`config.mk`:
```
export PLATFORM = sky130hd
export DESIGN_NAME = multicycle_control
export DESIGN_NICKNAME = d
export VERILOG_FILES = /design/src/rtl/multicycle_control_pkg.sv /design/src/rtl/multicycle_control.sv
export SDC_FILE = /design/constraint.sdc
export NUM_CORES = 1
export LEC_CHECK = 0
export ABC_AREA = 1
export CAP_MARGIN = 20
export CORE_AREA = 2 2 39 41
export CTS_BUF_LIST = sky130_fd_sc_hd__clkbuf_16
export CTS_CLUSTER_DIAMETER = 60
export DETAILED_ROUTE_END_ITERATION = 10
export DIE_AREA = 0 0 41 43
export DONT_BUFFER_PORTS = 1
export GPL_TIMING_DRIVEN = 1
export REMOVE_ABC_BUFFERS = 1
export SLEW_MARGIN = 20
export SYNTH_ARGS = -nofsm -noshare
export SYNTH_HDL_FRONTEND = slang
export SYNTH_SLANG_ARGS = --single-unit
```
`constraint.sdc`:
```
create_clock -name clk -period 2.6 [get_ports clk]
set_input_delay 0.13 -clock clk [delete_from_list [all_inputs] [get_ports clk]]
set_output_delay 0.13 -clock clk [all_outputs]
set_load 0.1 [all_outputs]
```
`src/rtl/multicycle_control_pkg.sv`:
```
// Shared definitions for the multi-cycle MIPS control path.
//   - opcode constants decoded by the main control FSM
//   - alu_op encodings shared with the ALU control decoder
//   - datapath mux select encodings
//   - FSM state encodings (visible on the debug state port)
//   - ctrl_t: bundle of every datapath control the FSM drives
package multicycle_control_pkg;

  localparam logic [5:0] OP_RTYPE = 6'b000000;
  localparam logic [5:0] OP_LW    = 6'b100011;
  localparam logic [5:0] OP_SW    = 6'b101011;
  localparam logic [5:0] OP_BEQ   = 6'b000100;
  localparam logic [5:0] OP_ADDI  = 6'b001000;
  localparam logic [5:0] OP_J     = 6'b000010;

  localparam logic [1:0] ALUOP_ADD   = 2'b00;
  localparam logic [1:0] ALUOP_SUB   = 2'b01;
  localparam logic [1:0] ALUOP_FUNCT = 2'b10;

  localparam logic [1:0] SRCB_RT    = 2'b00;
  localparam logic [1:0] SRCB_FOUR  = 2'b01;
  localparam logic [1:0] SRCB_IMM   = 2'b10;
  localparam logic [1:0] SRCB_IMMSH = 2'b11;

  localparam logic [1:0] PCSRC_ALU    = 2'b00;
  localparam logic [1:0] PCSRC_ALUOUT = 2'b01;
  localparam logic [1:0] PCSRC_JUMP   = 2'b10;

  typedef enum logic [3:0] {
    S_IDLE   = 4'd0,
    S_FETCH  = 4'd1,
    S_DECODE = 4'd2,
    S_MEMADR = 4'd3,
    S_MEMRD  = 4'd4,
    S_MEMWB  = 4'd5,
    S_MEMWR  = 4'd6,
    S_EXEC   = 4'd7,
    S_RWB    = 4'd8,
    S_BRANCH = 4'd9,
    S_JUMP   = 4'd10,
    S_ADDIEX = 4'd11,
    S_ADDIWB = 4'd12
  } state_e;

  typedef struct packed {
    logic       pc_write;
    logic       pc_write_cond;
    logic       i_or_d;
    logic       mem_read;
    logic       mem_write;
    logic       ir_write;
    logic       mem_to_reg;
    logic       reg_dst;
    logic       reg_write;
    logic       alu_src_a;
    logic [1:0] alu_src_b;
    logic [1:0] alu_op;
    logic [1:0] pc_source;
    logic       illegal_op;
  } ctrl_t;

  function automatic logic op_supported(input logic [5:0] op);
    return (op == OP_RTYPE) || (op == OP_LW) || (op == OP_SW) ||
           (op == OP_BEQ) || (op == OP_ADDI) || (op == OP_J);
  endfunction

endpackage

```
`src/rtl/multicycle_control.sv`:
```
// Main control FSM of the multi-cycle MIPS datapath (Moore machine).
// Sequences fetch / decode / execute / memory / writeback and drives every
// datapath enable and mux select. Memory states hold until mem_ready.
// Ports:
//   clk, rstn            clock (rising edge), async active-low reset
//   opcode[5:0]          instr[31:26] from the instruction register
//   mem_ready            memory finished the current access this cycle
//   pc_write .. pc_source  datapath controls (see ctrl_t)
//   illegal_op           one-cycle pulse in DECODE on an unsupported opcode
//   state[3:0]           current state, for debug
// MEM_HANDSHAKE=0 ties the internal ready to 1 for single-cycle memory.
module multicycle_control
  import multicycle_control_pkg::*;
#(
  parameter int MEM_HANDSHAKE = 1
) (
  input  logic       clk,
  input  logic       rstn,
  input  logic [5:0] opcode,
  input  logic       mem_ready,
  output logic       pc_write,
  output logic       pc_write_cond,
  output logic       i_or_d,
  output logic       mem_read,
  output logic       mem_write,
  output logic       ir_write,
  output logic       mem_to_reg,
  output logic       reg_dst,
  output logic       reg_write,
  output logic       alu_src_a,
  output logic [1:0] alu_src_b,
  output logic [1:0] alu_op,
  output logic [1:0] pc_source,
  output logic       illegal_op,
  output logic [3:0] state
);

  state_e state_q, state_d;
  ctrl_t  ctrl;
  logic   rdy;

  assign rdy = (MEM_HANDSHAKE != 0) ? mem_ready : 1'b1;

  always_ff @(posedge clk or negedge rstn) begin
    if (!rstn) state_q <= S_IDLE;
    else       state_q <= state_d;
  end

  // Next-state logic
  always_comb begin
    state_d = state_q;
    case (state_q)
      S_IDLE:   state_d = S_FETCH;
      S_FETCH:  state_d = rdy ? S_DECODE : S_FETCH;
      S_DECODE: begin
        case (opcode)
          OP_RTYPE:     state_d = S_EXEC;
          OP_LW, OP_SW: state_d = S_MEMADR;
          OP_BEQ:       state_d = S_BRANCH;
          OP_ADDI:      state_d = S_ADDIEX;
          OP_J:         state_d = S_JUMP;
          default:      state_d = S_FETCH;
        endcase
      end
      // IR is frozen outside FETCH, so re-reading opcode here is safe.
      S_MEMADR: begin
        if (opcode == OP_LW)      state_d = S_MEMRD;
        else if (opcode == OP_SW) state_d = S_MEMWR;
        else                      state_d = S_FETCH;
      end
      S_MEMRD:  state_d = rdy ? S_MEMWB : S_MEMRD;
      S_MEMWB:  state_d = S_FETCH;
      S_MEMWR:  state_d = rdy ? S_FETCH : S_MEMWR;
      S_EXEC:   state_d = S_RWB;
      S_RWB:    state_d = S_FETCH;
      S_BRANCH: state_d = S_FETCH;
      S_JUMP:   state_d = S_FETCH;
      S_ADDIEX: state_d = S_ADDIWB;
      S_ADDIWB: state_d = S_FETCH;
      default:  state_d = S_FETCH;
    endcase
  end

  // Output decode: state only, except FETCH load enables (mem_ready) and
  // illegal_op (opcode in DECODE).
  always_comb begin
    ctrl = '0;
    case (state_q)
      S_FETCH: begin
        ctrl.mem_read  = 1'b1;
        ctrl.alu_src_b = SRCB_FOUR;
        ctrl.alu_op    = ALUOP_ADD;
        ctrl.ir_write  = rdy;
        ctrl.pc_write  = rdy;
      end
      S_DECODE: begin
        ctrl.alu_src_b  = SRCB_IMMSH;
        ctrl.alu_op     = ALUOP_ADD;
        ctrl.illegal_op = !op_supported(opcode);
      end
      S_MEMADR, S_ADDIEX: begin
        ctrl.alu_src_a = 1'b1;
        ctrl.alu_src_b = SRCB_IMM;
        ctrl.alu_op    = ALUOP_ADD;
      end
      S_MEMRD: begin
        ctrl.mem_read = 1'b1;
        ctrl.i_or_d   = 1'b1;
      end
      S_MEMWB: begin
        ctrl.reg_write  = 1'b1;
        ctrl.mem_to_reg = 1'b1;
      end
      S_MEMWR: begin
        ctrl.mem_write = 1'b1;
        ctrl.i_or_d    = 1'b1;
      end
      S_EXEC: begin
        ctrl.alu_src_a = 1'b1;
        ctrl.alu_src_b = SRCB_RT;
        ctrl.alu_op    = ALUOP_FUNCT;
      end
      S_RWB: begin
        ctrl.reg_write = 1'b1;
        ctrl.reg_dst   = 1'b1;
      end
      S_BRANCH: begin
        ctrl.alu_src_a     = 1'b1;
        ctrl.alu_src_b     = SRCB_RT;
        ctrl.alu_op        = ALUOP_SUB;
        ctrl.pc_write_cond = 1'b1;
        ctrl.pc_source     = PCSRC_ALUOUT;
      end
      S_JUMP: begin
        ctrl.pc_write  = 1'b1;
        ctrl.pc_source = PCSRC_JUMP;
      end
      S_ADDIWB: ctrl.reg_write = 1'b1;
      default:  ctrl = '0;
    endcase
  end

  assign pc_write      = ctrl.pc_write;
  assign pc_write_cond = ctrl.pc_write_cond;
  assign i_or_d        = ctrl.i_or_d;
  assign mem_read      = ctrl.mem_read;
  assign mem_write     = ctrl.mem_write;
  assign ir_write      = ctrl.ir_write;
  assign mem_to_reg    = ctrl.mem_to_reg;
  assign reg_dst       = ctrl.reg_dst;
  assign reg_write     = ctrl.reg_write;
  assign alu_src_a     = ctrl.alu_src_a;
  assign alu_src_b     = ctrl.alu_src_b;
  assign alu_op        = ctrl.alu_op;
  assign pc_source     = ctrl.pc_source;
  assign illegal_op    = ctrl.illegal_op;
  assign state         = state_q;

endmodule
```
### After elaboration in Yosys (flattened, before gate mapping)

Index checks and enable logic that the tools add are counted.

| word-level totals | value |
|---|---|
| input port bits | 9 |
| register bits after elaboration | 4 |
| output and inout bits | 21 |
| logic and storage cells | 51 |

| operators by class | value |
|---|---|
| mux-type cells | 20 |
| reduce and logical (&&, ||, !) cells | 13 |
| equal/unequal tests | 17 |

Operators by type and width:

| kind | number |
|---|---|
| one-hot mux 4 bit (5 select lines) | 2 |
| one-hot mux 4 bit (7 select lines) | 1 |
| equality test 4 bit, second input constant | 5 |
| equality test 4 x 3 -> 1 bit, second input constant | 4 |
| equality test 6 bit, second input constant | 2 |
| two-way mux 1 bit | 11 |
| two-way mux 3 bit | 3 |
| equality test 4 x 2 -> 1 bit, second input constant | 2 |
| OR reduction 2 bit | 4 |
| equality test 6 x 2 -> 1 bit, second input constant | 1 |
| equality test 6 x 3 -> 1 bit, second input constant | 1 |
| equality test 6 x 4 -> 1 bit, second input constant | 1 |
| logical NOT 6 bit | 1 |
| logical OR 1 bit | 5 |
| equality test 4 x 1 -> 1 bit, second input constant | 1 |
| one-hot mux 2 bit (2 select lines) | 1 |
| OR reduction 4 bit | 1 |
| OR reduction 3 bit | 1 |
| two-way mux 2 bit | 1 |
| one-hot mux 1 bit (2 select lines) | 1 |
| logical NOT 1 bit | 1 |

### Depth between registers and ports, before layout

| depth | value |
|---|---|
| depth in word-level cells | 8 |
| gate-level depth with buffers | 8 |
| gate-level depth less buffers | 8 |

### Worst setup path after synthesis

No wires, ideal clock.

| timing path | value |
|---|---|
| path kind | register to output |
| start point | register state_q[0] (netlist: state[0]) |
| end point | output port alu_src_a |
| path buffers | 0 |
| arrival time | 3.551 ns |
| cell stages (with the launch flop) | 7 |
| setup slack | -1.081 ns |
| required time | 2.470 ns |
| cells stage by stage | dfrtp_1 -> inv_1 -> nor2_1 -> inv_1 -> nor2_1 -> nor2_1 -> nand2_1 |

| between the ends | value |
|---|---|
| longest elaborated chain between the ends | 3 |
| elaborated cells on any way between the ends | 6 |
| those cells by class | eq/ne (4); mux (1); reduce/logical (1) |

RTL lines:

| what | line | RTL |
|---|---|---|
| from (decl) | multicycle_control.sv:38 | `state_e state_q, state_d;` |
| from (signal assigned) | multicycle_control.sv:46 | `else state_q <= state_d;` |
| equality test 4 x 2 -> 1 bit, or another cell as far along | multicycle_control.sv:88 | `case (state_q)` |
| OR reduction 4 bit (no source line) * | n/a |  |
| two-way mux 1 bit * | multicycle_control.sv:88 |  |
| to (decl) | multicycle_control.sv:30 | `output logic alu_src_a,` |

Mark *: on every way between the ends. The rest lies on a longest branch, timed or not.

### Worst setup path after layout

| timing path | value |
|---|---|
| start point | register state_q[2] (netlist: state[2]) |
| end point | output port illegal_op |

| between the ends | value |
|---|---|
| longest elaborated chain between the ends | 2 |

RTL lines:

| what | line | RTL |
|---|---|---|
| equality test 4 x 2 -> 1 bit | multicycle_control.sv:88 |  |
| two-way mux 1 bit | multicycle_control.sv:88 |  |
| to (decl) | multicycle_control.sv:34 | `output logic illegal_op,` |

Every way passes these cells.

==> reports/results.ini <==
[finish]
area_growth_pct = 62.5
nNetsFinal = 129
layoutNonFillerInstCount = 134
drive_above_1_share_pct = 36.4
stdcell_area_um2 = 803
largest_reg_flops = 4
diodes = 0
fill_cells = 139

[worst_setup_path]
worstPathArrival_ns = 1.59
endpoint_kind = output port
rr_worst_depth = 6
critPathLaunch = state[2]
rr_endpoint = state[0]
r2r-start = state[2]
worstSetupPathType = flop to output port
setup.worst_path.start_class = flop
reg2reg_slack_ns = 1.37
path_max_fanout = 5
endpoint = illegal_op
critPathRequiredTime_ns = 2.47

[floorplan]
io_pins = 30
core_mm2 = 0.00138
chipWidth_um = 41
die_h_um = 43
rows = 14
die_area_mm2 = 0.00176
initial_utilization_pct = 35.7

[placement]
post_dp_cell_area_um2 = 718
routabilityCongestion = 0.752
place_hpwl_um = 1080
dp_cells = 130
port_buffers = 0
place_ws_ns = 1.12

[clock_tree]
cts_sinks = 4
clock-root-buffer = clkbuf_16
cts_buffer_depth = 2
cts_buffers = 3
cts_tree = done
clock_latency_ns = 0.22
clk_pin_slew_worst_paths_ns = 0.03
cts-htree-levels = 1

[synth]
avgSynthCellArea_um2 = 5.31
ys_warn_count = 0
synth_seq_area_share_pct = 20.3
syn_inst = 93
ys_types = 13
ys_ff_latch = 4
synth_top_area_cell = dfrtp_1
synth_top_area_share_pct = 20.3
syn_area_um2 = 494
ys_top_cells_by_area = dfrtp_1 (20%), nand2_1 (19%), nor2_1 (17%)

[drt]
route.met3.wl_um = 107
via_per_inst = 4.78
drt-pass1-iter-count = 4
routed_wirelength_um = 1280
num_vias = 640
drc = 0
drt_iter0_drc = 14
wl_met1_um = 493
route.met2.wl_um = 666
avgRoutedWirePerCell_um = 9.54
routed.top_layer = met4
antenna_left = 0

[timing]
hold_viol = 0
fin_crit_sh_pct = 66.2
layout_setup_ws_ns = 0.878
report.final.slew_viol_count = 0
rsz0062_at_grt = no
worst_pin_slew_ns = 0.280
slew_headroom_pct = 81.5
finalSetupViolations = 0
fmax_mhz = 581
finalCriticalPeriod_ns = 1.72
finClkSkew_ns = 0.00389

[global_routing]
grt_use_total_pct = 17.4
grt-ovfl-total = 0
grt_max_degree = 8
grt_pass1_vias = 544
grt_pass1_wl_um = 2120
grt_antenna_before_repair = 0

[outcome]
status = completed

[power_and_ir_drop]
powerDensity_mw_per_mm2 = 1410
p_comb_share_pct = 70.8
cell_internal_pwr_w = 0.000425
seqPwrFrac_pct = 8.2
swShare_pct = 62.5
ir_drop_uv = 622
power_leakage_nw = 0.473
p_sw_w = 0.000707
p_clk_share_pct = 20.9

[hold_path]
hold_start = mem_ready
hold_path.class = input port to flop

[flow_run]
maxCapViolCount = 0

final cells by class:
type                            instances  area, µm²  share of cell area (%)
Sequential cell                         4        100                    12.5
Clock buffer                            3       75.1                    9.35
Timing Repair Buffer                   22        180                    22.4
Multi-Input combinational cell         70        357                    44.4
Tap cell                               16       20.0                    2.49
Inverter                               19       71.3                    8.88
power by group through the flow:
stage	Sequential (W)	Clock [W]	Combinational, W
after floorplan	0.000193	0	0.000521
after global placement	0.0000924	0	0.000797
after detailed placement	0.0000942	0	0.000800
after CTS	0.0000934	0.000240	0.000805
after global routing	0.0000954	0.000246	0.000841
final	0.0000933	0.000237	0.000802
worst max-delay path, cell delays in order (launching register included):
cell     delay [ns]
dfrtp_1        0.45
nor2_4         0.19
nand3_1        0.13
inv_1          0.13
nand3_1        0.10
nor2_2         0.08
buf_4          0.29
synth_stat cells:
master    n
dfrtp_1   4
nor2_1   23
nor2_4    3
nand2_4   1
o22ai_1   1
inv_2     2
a31oi_1   1
nand2_1  25
nand2_2   2
nand3_1   9
inv_1    17
o21ai_0   3
nand4_1   2
placed cells by master, fill, tap and decap left out:
cell type / netlist / layout
dlygate4sd3_1: 0 / 1
a31oi_1: 1 / 1
nand2_4: 1 / 1
nand2_1: 25 / 25
o22ai_2: 0 / 1
nor2_1: 23 / 15
buf_4: 0 / 20
nand2_2: 2 / 2
clkbuf_16: 0 / 3
nor2_2: 0 / 8
o21ai_0: 3 / 1
o21ai_2: 0 / 2
inv_2: 2 / 2
inv_1: 17 / 17
nor2_4: 3 / 3
dfrtp_1: 4 / 4
buf_12: 0 / 1
nand3_1: 9 / 9
nand4_1: 2 / 2
logic make-up (layout without fill, tap and decap cells):
logic type | after synthesis | after routing | share of synthesized area (%)
and+or+nand+nor | 65 | 65 | 59.7
buffers and inverters | 19 | 44 | 14.4
AOI/OAI and AO/OA | 5 | 5 | 5.57
DFF | 4 | 4 | 20.3
metrics by stage:
step / hold slack (ns) / total power, W / util, % / TNS (ns)
finish: 0.129 / 0.00113 / 58.0 / 0
global route: 0.124 / 0.00118 / 58.0 / 0
CTS: 0.126 / 0.00114 / 58.0 / 0
detailed placement: -0.166 / 0.000894 / 51.9 / 0
global placement: -0.166 / 0.000890 / 51.9 / 0
floorplan: -0.166 / 0.000714 / - / -5.04
how the worst min path moves through the flow:
stage                     cells past startpoint        to
final                                         3  state[0]
after global routing                          3  state[0]
after CTS                                     3  state[0]
after detailed placement                      0  state[2]
after global placement                        0  state[1]
after floorplan                               0  state[0]
routing by layer:
layer  GRT usage [%]  up-vias
li1                -      336
met1            19.4      274
met2            29.7       28
met3            3.14        2
met4            8.00        0
met5               0        -
timing repair:
action | CTS | global route
gates resized for setup | 0 | 0
buffers inserted | 0 | 0
endpoints found under the hold margin | 4 | 0
hold buffers | 1 | 0
Note: power is estimated with default switching activity, not from simulation.
